`src/rtl/sl_pkg.sv`:
```
`default_nettype none
// +------------------------------------------------------------------+
// | sl_pkg : shared types and constants for the SL transmit scheduler |
// | Rev 1.0 - initial release                                         |
// +------------------------------------------------------------------+
package sl_pkg;

  localparam int SL_DATA_W = 32;
  localparam int SL_CFG_W  = 10;

  // Transmitter config word field positions
  localparam int BQL  = 0;
  localparam int BQH  = 5;
  localparam int IRQM = 6;
  localparam int FQL  = 7;
  localparam int FQH  = 9;

  localparam logic [SL_CFG_W-1:0] SL_CFG_RST = 10'h108;

  typedef enum logic [2:0] {
    S_IDLE     = 3'd0,
    S_CFG      = 3'd1,
    S_CHECK    = 3'd2,
    S_ARM      = 3'd3,
    S_SEND     = 3'd4,
    S_WAIT_LOW = 3'd5,
    S_DONE     = 3'd6
  } sl_state_e;

endpackage
`default_nettype wire

```
`src/rtl/sl_tx_scheduler_if.sv`:
```
`default_nettype none
// +------------------------------------------------------------------+
// | sl_tx_scheduler_if : requester and transmitter side signal bundle |
// | Rev 1.0 - initial release                                         |
// +------------------------------------------------------------------+
interface sl_tx_scheduler_if #(
  parameter int N_REQ  = 4,
  parameter int DATA_W = 32,
  parameter int CFG_W  = 10,
  parameter int IDW    = $clog2(N_REQ)
) ();

  logic [N_REQ-1:0]        req_valid;
  logic [N_REQ-1:0]        req_ready;
  logic [N_REQ*DATA_W-1:0] req_data;
  logic [N_REQ*CFG_W-1:0]  req_cfg;

  logic [DATA_W-1:0]       tx_data;
  logic                    tx_send;
  logic [CFG_W-1:0]        tx_cfg;
  logic                    tx_cfg_we;
  logic [CFG_W-1:0]        tx_cfg_rd;
  logic                    tx_busy;

  logic                    done_valid;
  logic [IDW-1:0]          done_id;
  logic                    done_err;

  modport master (
    input  req_valid, req_data, req_cfg, tx_cfg_rd, tx_busy,
    output req_ready, tx_data, tx_send, tx_cfg, tx_cfg_we,
           done_valid, done_id, done_err
  );

  modport slave (
    output req_valid, req_data, req_cfg, tx_cfg_rd, tx_busy,
    input  req_ready, tx_data, tx_send, tx_cfg, tx_cfg_we,
           done_valid, done_id, done_err
  );

endinterface
`default_nettype wire

```
`src/rtl/sl_rr_arbiter.sv`:
```
`default_nettype none
// +------------------------------------------------------------------+
// | sl_rr_arbiter : combinational round-robin pick from a start index |
// | Rev 1.0 - initial release                                         |
// +------------------------------------------------------------------+
module sl_rr_arbiter #(
  parameter int N_REQ = 4,
  parameter int IDW   = $clog2(N_REQ)
) (
  input  logic [N_REQ-1:0] req_i,
  input  logic [IDW-1:0]   rr_ptr_i,
  output logic [N_REQ-1:0] gnt_onehot_o,
  output logic [IDW-1:0]   gnt_id_o,
  output logic             any_o
);

  always_comb begin
    int             idx;
    logic [IDW-1:0] idx_w;
    gnt_onehot_o = '0;
    gnt_id_o     = '0;
    any_o        = 1'b0;
    idx          = 0;
    idx_w        = '0;
    for (int k = 0; k < N_REQ; k++) begin
      idx   = (int'(rr_ptr_i) + k) % N_REQ;
      idx_w = IDW'(idx);
      if (!any_o && req_i[idx_w]) begin
        any_o               = 1'b1;
        gnt_onehot_o[idx_w] = 1'b1;
        gnt_id_o            = idx_w;
      end
    end
  end

endmodule
`default_nettype wire

```
`src/rtl/sl_tx_scheduler.sv`:
```
`default_nettype none
// +------------------------------------------------------------------+
// | sl_tx_scheduler : shares one SL transmitter between N requesters  |
// | Rev 1.0 - initial release                                         |
// +------------------------------------------------------------------+
module sl_tx_scheduler
  import sl_pkg::*;
#(
  parameter int N_REQ    = 4,
  parameter int DATA_W   = SL_DATA_W,
  parameter int CFG_W    = SL_CFG_W,
  parameter int START_TO = 8,
  parameter int IDW      = $clog2(N_REQ)
) (
  input logic         clk,
  input logic         rst,
  sl_tx_scheduler_if.master bus_io
);

  localparam int TO_W = (START_TO > 1) ? $clog2(START_TO) : 1;

  sl_state_e         state_q;
  logic [IDW-1:0]    rr_ptr_q;
  logic [DATA_W-1:0] data_q;
  logic [CFG_W-1:0]  cfg_q;
  logic [IDW-1:0]    id_q;
  logic [TO_W-1:0]   to_cnt_q;
  logic              retry_q;
  logic              err_q;
  logic              tx_send_q;
  logic              tx_cfg_we_q;
  logic              done_valid_q;
  logic              done_err_q;

  logic [N_REQ-1:0]  w_gnt;
  logic [IDW-1:0]    w_gnt_id;
  logic              w_any;
  logic              w_grant;
  logic [IDW-1:0]    rr_ptr_d;
  logic [DATA_W-1:0] w_sel_data;
  logic [CFG_W-1:0]  w_sel_cfg;

  sl_rr_arbiter #(
    .N_REQ (N_REQ),
    .IDW   (IDW)
  ) u_arb (
    .req_i        (bus_io.req_valid),
    .rr_ptr_i     (rr_ptr_q),
    .gnt_onehot_o (w_gnt),
    .gnt_id_o     (w_gnt_id),
    .any_o        (w_any)
  );

  assign w_grant  = (state_q == S_IDLE) && w_any && !bus_io.tx_busy;
  assign rr_ptr_d = (w_gnt_id == IDW'(N_REQ - 1)) ? '0 : w_gnt_id + IDW'(1);

  always_comb begin
    w_sel_data = '0;
    w_sel_cfg  = '0;
    for (int i = 0; i < N_REQ; i++) begin
      if (w_gnt[i]) begin
        w_sel_data |= bus_io.req_data[i*DATA_W +: DATA_W];
        w_sel_cfg  |= bus_io.req_cfg[i*CFG_W +: CFG_W];
      end
    end
  end

  always_ff @(posedge clk or posedge rst) begin
    if (rst) begin
      state_q      <= S_IDLE;
      rr_ptr_q     <= '0;
      data_q       <= '0;
      cfg_q        <= CFG_W'(SL_CFG_RST);
      id_q         <= '0;
      to_cnt_q     <= '0;
      retry_q      <= 1'b0;
      err_q        <= 1'b0;
      tx_send_q    <= 1'b0;
      tx_cfg_we_q  <= 1'b0;
      done_valid_q <= 1'b0;
      done_err_q   <= 1'b0;
    end else begin
      tx_cfg_we_q  <= 1'b0;
      done_valid_q <= 1'b0;
      done_err_q   <= 1'b0;
      case (state_q)
        S_IDLE: begin
          if (w_grant) begin
            data_q   <= w_sel_data;
            cfg_q    <= w_sel_cfg;
            id_q     <= w_gnt_id;
            rr_ptr_q <= rr_ptr_d;
            retry_q  <= 1'b0;
            err_q    <= 1'b0;
            to_cnt_q <= '0;
            // Skip the write when the transmitter already holds this config
            if (w_sel_cfg == bus_io.tx_cfg_rd) begin
              state_q <= S_ARM;
            end else begin
              state_q     <= S_CFG;
              tx_cfg_we_q <= 1'b1;
            end
          end
        end
        S_CFG: state_q <= S_CHECK;
        S_CHECK: begin
          if (bus_io.tx_cfg_rd == cfg_q) begin
            state_q <= S_ARM;
          end else if (!retry_q) begin
            retry_q     <= 1'b1;
            state_q     <= S_CFG;
            tx_cfg_we_q <= 1'b1;
          end else begin
            err_q        <= 1'b1;
            state_q      <= S_DONE;
            done_valid_q <= 1'b1;
            done_err_q   <= 1'b1;
          end
        end
        S_ARM: begin
          state_q   <= S_SEND;
          tx_send_q <= 1'b1;
          to_cnt_q  <= '0;
        end
        S_SEND: begin
          if (bus_io.tx_busy) begin
            state_q   <= S_WAIT_LOW;
            tx_send_q <= 1'b0;
          end else if (to_cnt_q == TO_W'(START_TO - 1)) begin
            state_q      <= S_DONE;
            tx_send_q    <= 1'b0;
            err_q        <= 1'b1;
            done_valid_q <= 1'b1;
            done_err_q   <= 1'b1;
          end else begin
            to_cnt_q <= to_cnt_q + TO_W'(1);
          end
        end
        S_WAIT_LOW: begin
          if (!bus_io.tx_busy) begin
            state_q      <= S_DONE;
            done_valid_q <= 1'b1;
            done_err_q   <= err_q;
          end
        end
        S_DONE:  state_q <= S_IDLE;
        default: state_q <= S_IDLE;
      endcase
    end
  end

  // Accept pulse is combinational so the word is captured in the grant cycle
  assign bus_io.req_ready  = (w_grant && !rst) ? w_gnt : '0;
  assign bus_io.tx_data    = data_q;
  assign bus_io.tx_cfg     = cfg_q;
  assign bus_io.tx_send    = tx_send_q;
  assign bus_io.tx_cfg_we  = tx_cfg_we_q;
  assign bus_io.done_valid = done_valid_q;
  assign bus_io.done_id    = id_q;
  assign bus_io.done_err   = done_err_q;

endmodule
`default_nettype wire

```
`src/flat_wrapper.sv`:
```
// flat-port wrapper written by rule: the top's interface ports become plain ports
module sl_tx_scheduler_flat import sl_pkg::*;
#(
  parameter int N_REQ    = 4,
  parameter int DATA_W   = SL_DATA_W,
  parameter int CFG_W    = SL_CFG_W,
  parameter int START_TO = 8,
  parameter int IDW      = $clog2(N_REQ)
)
  (clk, rst, bus_io_req_valid, bus_io_req_data, bus_io_req_cfg, bus_io_tx_cfg_rd, bus_io_tx_busy, bus_io_req_ready, bus_io_tx_data, bus_io_tx_send, bus_io_tx_cfg, bus_io_tx_cfg_we, bus_io_done_valid, bus_io_done_id, bus_io_done_err);
  sl_tx_scheduler_if #(.N_REQ(N_REQ), .DATA_W(DATA_W), .CFG_W(CFG_W), .IDW(IDW)) bus_io_i ();
  input logic clk;
  input logic rst;
  input wire logic [$bits(bus_io_i.req_valid)-1:0] bus_io_req_valid;
  input wire logic [$bits(bus_io_i.req_data)-1:0] bus_io_req_data;
  input wire logic [$bits(bus_io_i.req_cfg)-1:0] bus_io_req_cfg;
  input wire logic [$bits(bus_io_i.tx_cfg_rd)-1:0] bus_io_tx_cfg_rd;
  input wire logic [$bits(bus_io_i.tx_busy)-1:0] bus_io_tx_busy;
  output wire logic [$bits(bus_io_i.req_ready)-1:0] bus_io_req_ready;
  output wire logic [$bits(bus_io_i.tx_data)-1:0] bus_io_tx_data;
  output wire logic [$bits(bus_io_i.tx_send)-1:0] bus_io_tx_send;
  output wire logic [$bits(bus_io_i.tx_cfg)-1:0] bus_io_tx_cfg;
  output wire logic [$bits(bus_io_i.tx_cfg_we)-1:0] bus_io_tx_cfg_we;
  output wire logic [$bits(bus_io_i.done_valid)-1:0] bus_io_done_valid;
  output wire logic [$bits(bus_io_i.done_id)-1:0] bus_io_done_id;
  output wire logic [$bits(bus_io_i.done_err)-1:0] bus_io_done_err;
  assign bus_io_i.req_valid = bus_io_req_valid;
  assign bus_io_i.req_data = bus_io_req_data;
  assign bus_io_i.req_cfg = bus_io_req_cfg;
  assign bus_io_i.tx_cfg_rd = bus_io_tx_cfg_rd;
  assign bus_io_i.tx_busy = bus_io_tx_busy;
  assign bus_io_req_ready = bus_io_i.req_ready;
  assign bus_io_tx_data = bus_io_i.tx_data;
  assign bus_io_tx_send = bus_io_i.tx_send;
  assign bus_io_tx_cfg = bus_io_i.tx_cfg;
  assign bus_io_tx_cfg_we = bus_io_i.tx_cfg_we;
  assign bus_io_done_valid = bus_io_i.done_valid;
  assign bus_io_done_id = bus_io_i.done_id;
  assign bus_io_done_err = bus_io_i.done_err;
  sl_tx_scheduler #(.N_REQ(N_REQ), .DATA_W(DATA_W), .CFG_W(CFG_W), .START_TO(START_TO), .IDW(IDW)) u_core (.clk(clk), .rst(rst), .bus_io(bus_io_i));
endmodule
```
`config.mk`:
```
export PLATFORM = sky130hd
export DESIGN_NAME = sl_tx_scheduler_flat
export DESIGN_NICKNAME = d
export VERILOG_FILES = /design/src/rtl/sl_pkg.sv /design/src/rtl/sl_tx_scheduler_if.sv /design/src/rtl/sl_rr_arbiter.sv /design/src/rtl/sl_tx_scheduler.sv /design/src/flat_wrapper.sv
export SDC_FILE = /design/constraint.sdc
export NUM_CORES = 1
export LEC_CHECK = 0
export CAP_MARGIN = 40
export CELL_PAD_IN_SITES_DETAIL_PLACEMENT = 0
export CELL_PAD_IN_SITES_GLOBAL_PLACEMENT = 1
export CORE_MARGIN = 5
export CORE_UTILIZATION = 29
export DETAILED_ROUTE_END_ITERATION = 8
export GPL_TIMING_DRIVEN = 1
export MAX_ROUTING_LAYER = met4
export PLACE_DENSITY_LB_ADDON = 0.25
export SLEW_MARGIN = 20
export SYNTH_ARGS = -nofsm -noshare
export SYNTH_HDL_FRONTEND = slang
export SYNTH_HIERARCHICAL = 1
export SYNTH_SLANG_ARGS = --single-unit
```
`constraint.sdc`:
```
create_clock -name clk -period 7 [get_ports clk]
set_input_delay 1.4 -clock clk [delete_from_list [all_inputs] [get_ports clk]]
set_output_delay 1.4 -clock clk [all_outputs]
set_load 0.005 [all_outputs]
```
==> results.toml <==
[critical_path]
cp_max_fo = 30
worst_path_dominant_cell_family = "buffers and inverters"
crit_path_top_delay_cell = "mux4_2"
count_of_buffering_cells_on_the_critical_path_with_inverters_included = 3
worst_ep_arrival_time_ps = 4440
crit_path_end_kind = "output port"
cpPeakStageDelay_ps = 720
critPathKind = "input port to output port"
cp_data_required_time_ps = 5600
crit_chain = "clkdlybuf4s50_1 -> mux4_2 -> nor4b_4 -> a22oi_1 -> o21ai_4 -> buf_16 -> and3_1 -> clkdlybuf4s50_1"
path_common_cell = "clkdlybuf4s50_1"
cp-start-kind = "input port"

[finish]
fin_util_pct = 50.78
multi_input_area_um2 = 2260
drive_above_1_share_pct = 6.977
layout.nets = 833
regArea_um2 = 1454
n_fill_cell = 1243
n_antenna_cell = 0
area_delta_synth_final_pct = 72.29
final_non_filler_cells = 821

[clock_network]
max-clock-path-buffers = 2
cts.hold.buffers_added = 0
numClockSinks = 58
post_cts_resize_count = 0
tritoncts = "yes"
cts_setup_buffers = 0
clkSlewWorstSetupHoldPaths_ps = 50
cts_max_level = 3
tritoncts.num_buffers = 9
insertion_delay_ps = 320
clk_root_buffer_cell = "clkbuf_16"

[timing]
total_count_of_hold_check_failures_in_the_final_report = 0
whs_ps = 472.9
unrepaired_setup_endpoints_after_global_routing = "false"
fin_tns_setup_ps = 0
tightest_slew_ps = 612.7
fin_crit_ps = 5841
fin_worst_skew_ps = 5.928
fmax_mhz = 171.2
setup_violations = 0
fin_crit_sh_pct = 83.44
maxSlewViolCount = 0
timing.slew.headroom_pct = 58.58

[route]
drt-pass1-iter-count = 4
detailroute.via_count = 4291
wire_per_inst_um = 19.23
route.detailed.vias_per_inst = 5.227
detail_route.iter0.violations = 193
detail_route.wirelength_um = 15790
detail_route.drc_violations = 0
antenna_violating_nets_post_route = 0

[job]
drv_cap = 0

[die]
chip_height_um = 125.8
initial_utilization_pct = 29.47
core_area_um2 = 13190
design.die.area_um2 = 15820
die_wd_um = 125.8
row_count = 42
ios = 237

[power]
design_power_total_mw = 2.783
cellPowerDensity_nw_per_um2 = 415.5
static-leakage-power_nw = 2.707
peakVddDrop_mv = 0.2072

[placement]
post-place-cells = 805
gp_congestion = 0.8130
place.port_buffers = 236
detailed_place_hpwl_um = 12630

[global_route]
grt_antenna_before_repair = 0
grt_pass1_vias = 4542
global_route_wire_length_before_repair_um = 24540
grt_overflow = 0
global_route.usage.total_pct = 20.06
pin_count_of_the_biggest_net_entering_global_routing = 50

[outcome]
status = "finished clean"

[synth]
synth_enable_flop_cells = 0
postSynthRegisterBits = 58
seq_area_frac_synth_pct = 37.40
post_synth_inst_count = 423
synth.net_count = 616
synthesis.area_um2 = 3887
ys_types = 48
syn_avg_cell_area_um2 = 9.190
postSynth.topFlopCell = "dfrtp_1"
async_reset_ff_share_pct = 100.0
yosysWarnings = 6

[worst_hold_path]
worstHoldPathType = "register to register"
## layout by cell type (no fill, tap or decap), types with 2 or more instances in the layout
| cell type | count |
|---|---|
| a21o_1 | 5 |
| a21oi_1 | 19 |
| a221oi_1 | 32 |
| a22o_1 | 32 |
| a22oi_1 | 24 |
| a22oi_2 | 6 |
| and3_1 | 13 |
| buf_4 | 6 |
| clkbuf_1 | 3 |
| clkbuf_16 | 9 |
| clkbuf_8 | 2 |
| clkdlybuf4s50_1 | 236 |
| dfrtp_1 | 56 |
| dfstp_2 | 2 |
| ha_1 | 8 |
| inv_1 | 7 |
| mux2_2 | 5 |
| mux4_1 | 2 |
| mux4_2 | 2 |
| nand2_1 | 55 |
| nand3_1 | 7 |
| nor2_1 | 14 |
| nor2b_1 | 2 |
| nor3_1 | 3 |
| nor4_1 | 4 |
| o211ai_1 | 2 |
| o21a_1 | 4 |
| o21ai_0 | 41 |
| o21ai_4 | 4 |
| o31ai_1 | 4 |
| or4_1 | 3 |
| xnor2_1 | 2 |
| xor2_1 | 10 |
## per-layer routing
| layer | vias to the layer above | share of wire (%) | GRT usage [%] |
|---|---|---|---|
| met4 | 0 | 2.4 | 6.057 |
| met5 | - | 0 | - |
| met1 | 2033 | 41 | 23.54 |
| met2 | 164 | 52 | 34.55 |
| met3 | 25 | 5.5 | 4.361 |
| li1 | 2069 | - | - |
## path summary, 6_finish.rpt
| check | start | endpoint | slack (ps) | cells past startpoint |
|---|---|---|---|---|
| min | u_core/bus_io.tx_data[22] | u_core/bus_io.tx_data[22] | 470 | 2 |
| min in group asynchronous | rst | u_core/retry_q | 1430 | 2 |
| max reg2reg | u_core/rr_ptr_q[0] | u_core/state_q[1] | 2670 | 12 |
| max in group asynchronous | rst | u_core/to_cnt_q[2] | 4660 | 3 |
| min reg2reg | u_core/bus_io.tx_data[22] | u_core/bus_io.tx_data[22] | 470 | 2 |
| max | bus_io_req_valid[3] | bus_io_req_ready[0] | 1160 | 8 |
## sequential cells by signal, summed over array words and instances, names as in the netlist
register	flops
u_core/state_q	3
u_core/bus_io.tx_send	1
u_core/retry_q	1
u_core/to_cnt_q	3
u_core/bus_io.done_err	1
u_core/bus_io.tx_data	32
u_core/bus_io.tx_cfg	10
u_core/rr_ptr_q	2
u_core/bus_io.tx_cfg_we	1
u_core/err_q	1
u_core/bus_io.done_id	2
u_core/bus_io.done_valid	1
## tightest hold or removal path, cell delays in order (launching register included)
cell and delay, ps:
dfrtp_1 340, nand2_1 40, o21ai_0 60
## logic make-up after synthesis
| kind of cell | share of synthesized area (%) |
|---|---|
| flops | 37.40 |
| mux | 4.216 |
| compound gates | 33.60 |
| buf+inv | 5.632 |
| simple gates | 13.87 |
| xor+xnor | 2.704 |
| fa+ha+maj | 2.575 |
## cell usage after synthesis, drive strengths merged (2+ instances only)
| cell type | count | share of area (%) |
|---|---|---|
| xnor2 | 2 | 0.45 |
| xor2 | 10 | 2.3 |
| a221oi | 32 | 7.2 |
| and3 | 13 | 2.1 |
| buf | 17 | 2.9 |
| mux2 | 5 | 1.4 |
| dfstp | 2 | 1.4 |
| a21oi | 19 | 2.4 |
| mux4 | 4 | 2.5 |
| ha | 8 | 2.6 |
| nor2b | 2 | 0.32 |
| o31ai | 5 | 1.1 |
| or4 | 3 | 0.58 |
| nor4b | 2 | 0.84 |
| a21o | 5 | 0.97 |
| nor4 | 4 | 0.64 |
| o21a | 4 | 0.77 |
| or2 | 2 | 0.32 |
| a22oi | 30 | 6.6 |
| inv | 8 | 0.77 |
| a22o | 32 | 7.2 |
| clkbuf | 20 | 1.9 |
| o21ai | 45 | 5.8 |
| nand3 | 7 | 0.90 |
| dfrtp | 56 | 36 |
| nand2 | 55 | 5.3 |
| nor3 | 3 | 0.39 |
| o211ai | 2 | 0.39 |
| nor2 | 14 | 1.4 |
## power by group
part	total, mW	internal (mW)	switching (mW)	leakage, nW
logic	1.74	0.835	0.906	1.82
registers	0.603	0.478	0.124	0.736
clock network	0.439	0.294	0.145	0.147
## layout make-up
type,instances,area share (%)
clock buffer,14,3.942
clock inverter,2,0.5231
inverter,8,0.4483
multi-input combinational,320,33.74
sequential,58,21.71
tap,176,3.288
timing repair buffer,243,36.35
## through the flow
stage	cell area, um2	setup WS [ps]
floorplan	3887	2268
global placement	6371	965.0
detailed placement	6399	1192
CTS	6698	1178
global route	6698	1034
finish	6698	1159
Power figures use the tool's default switching activity.
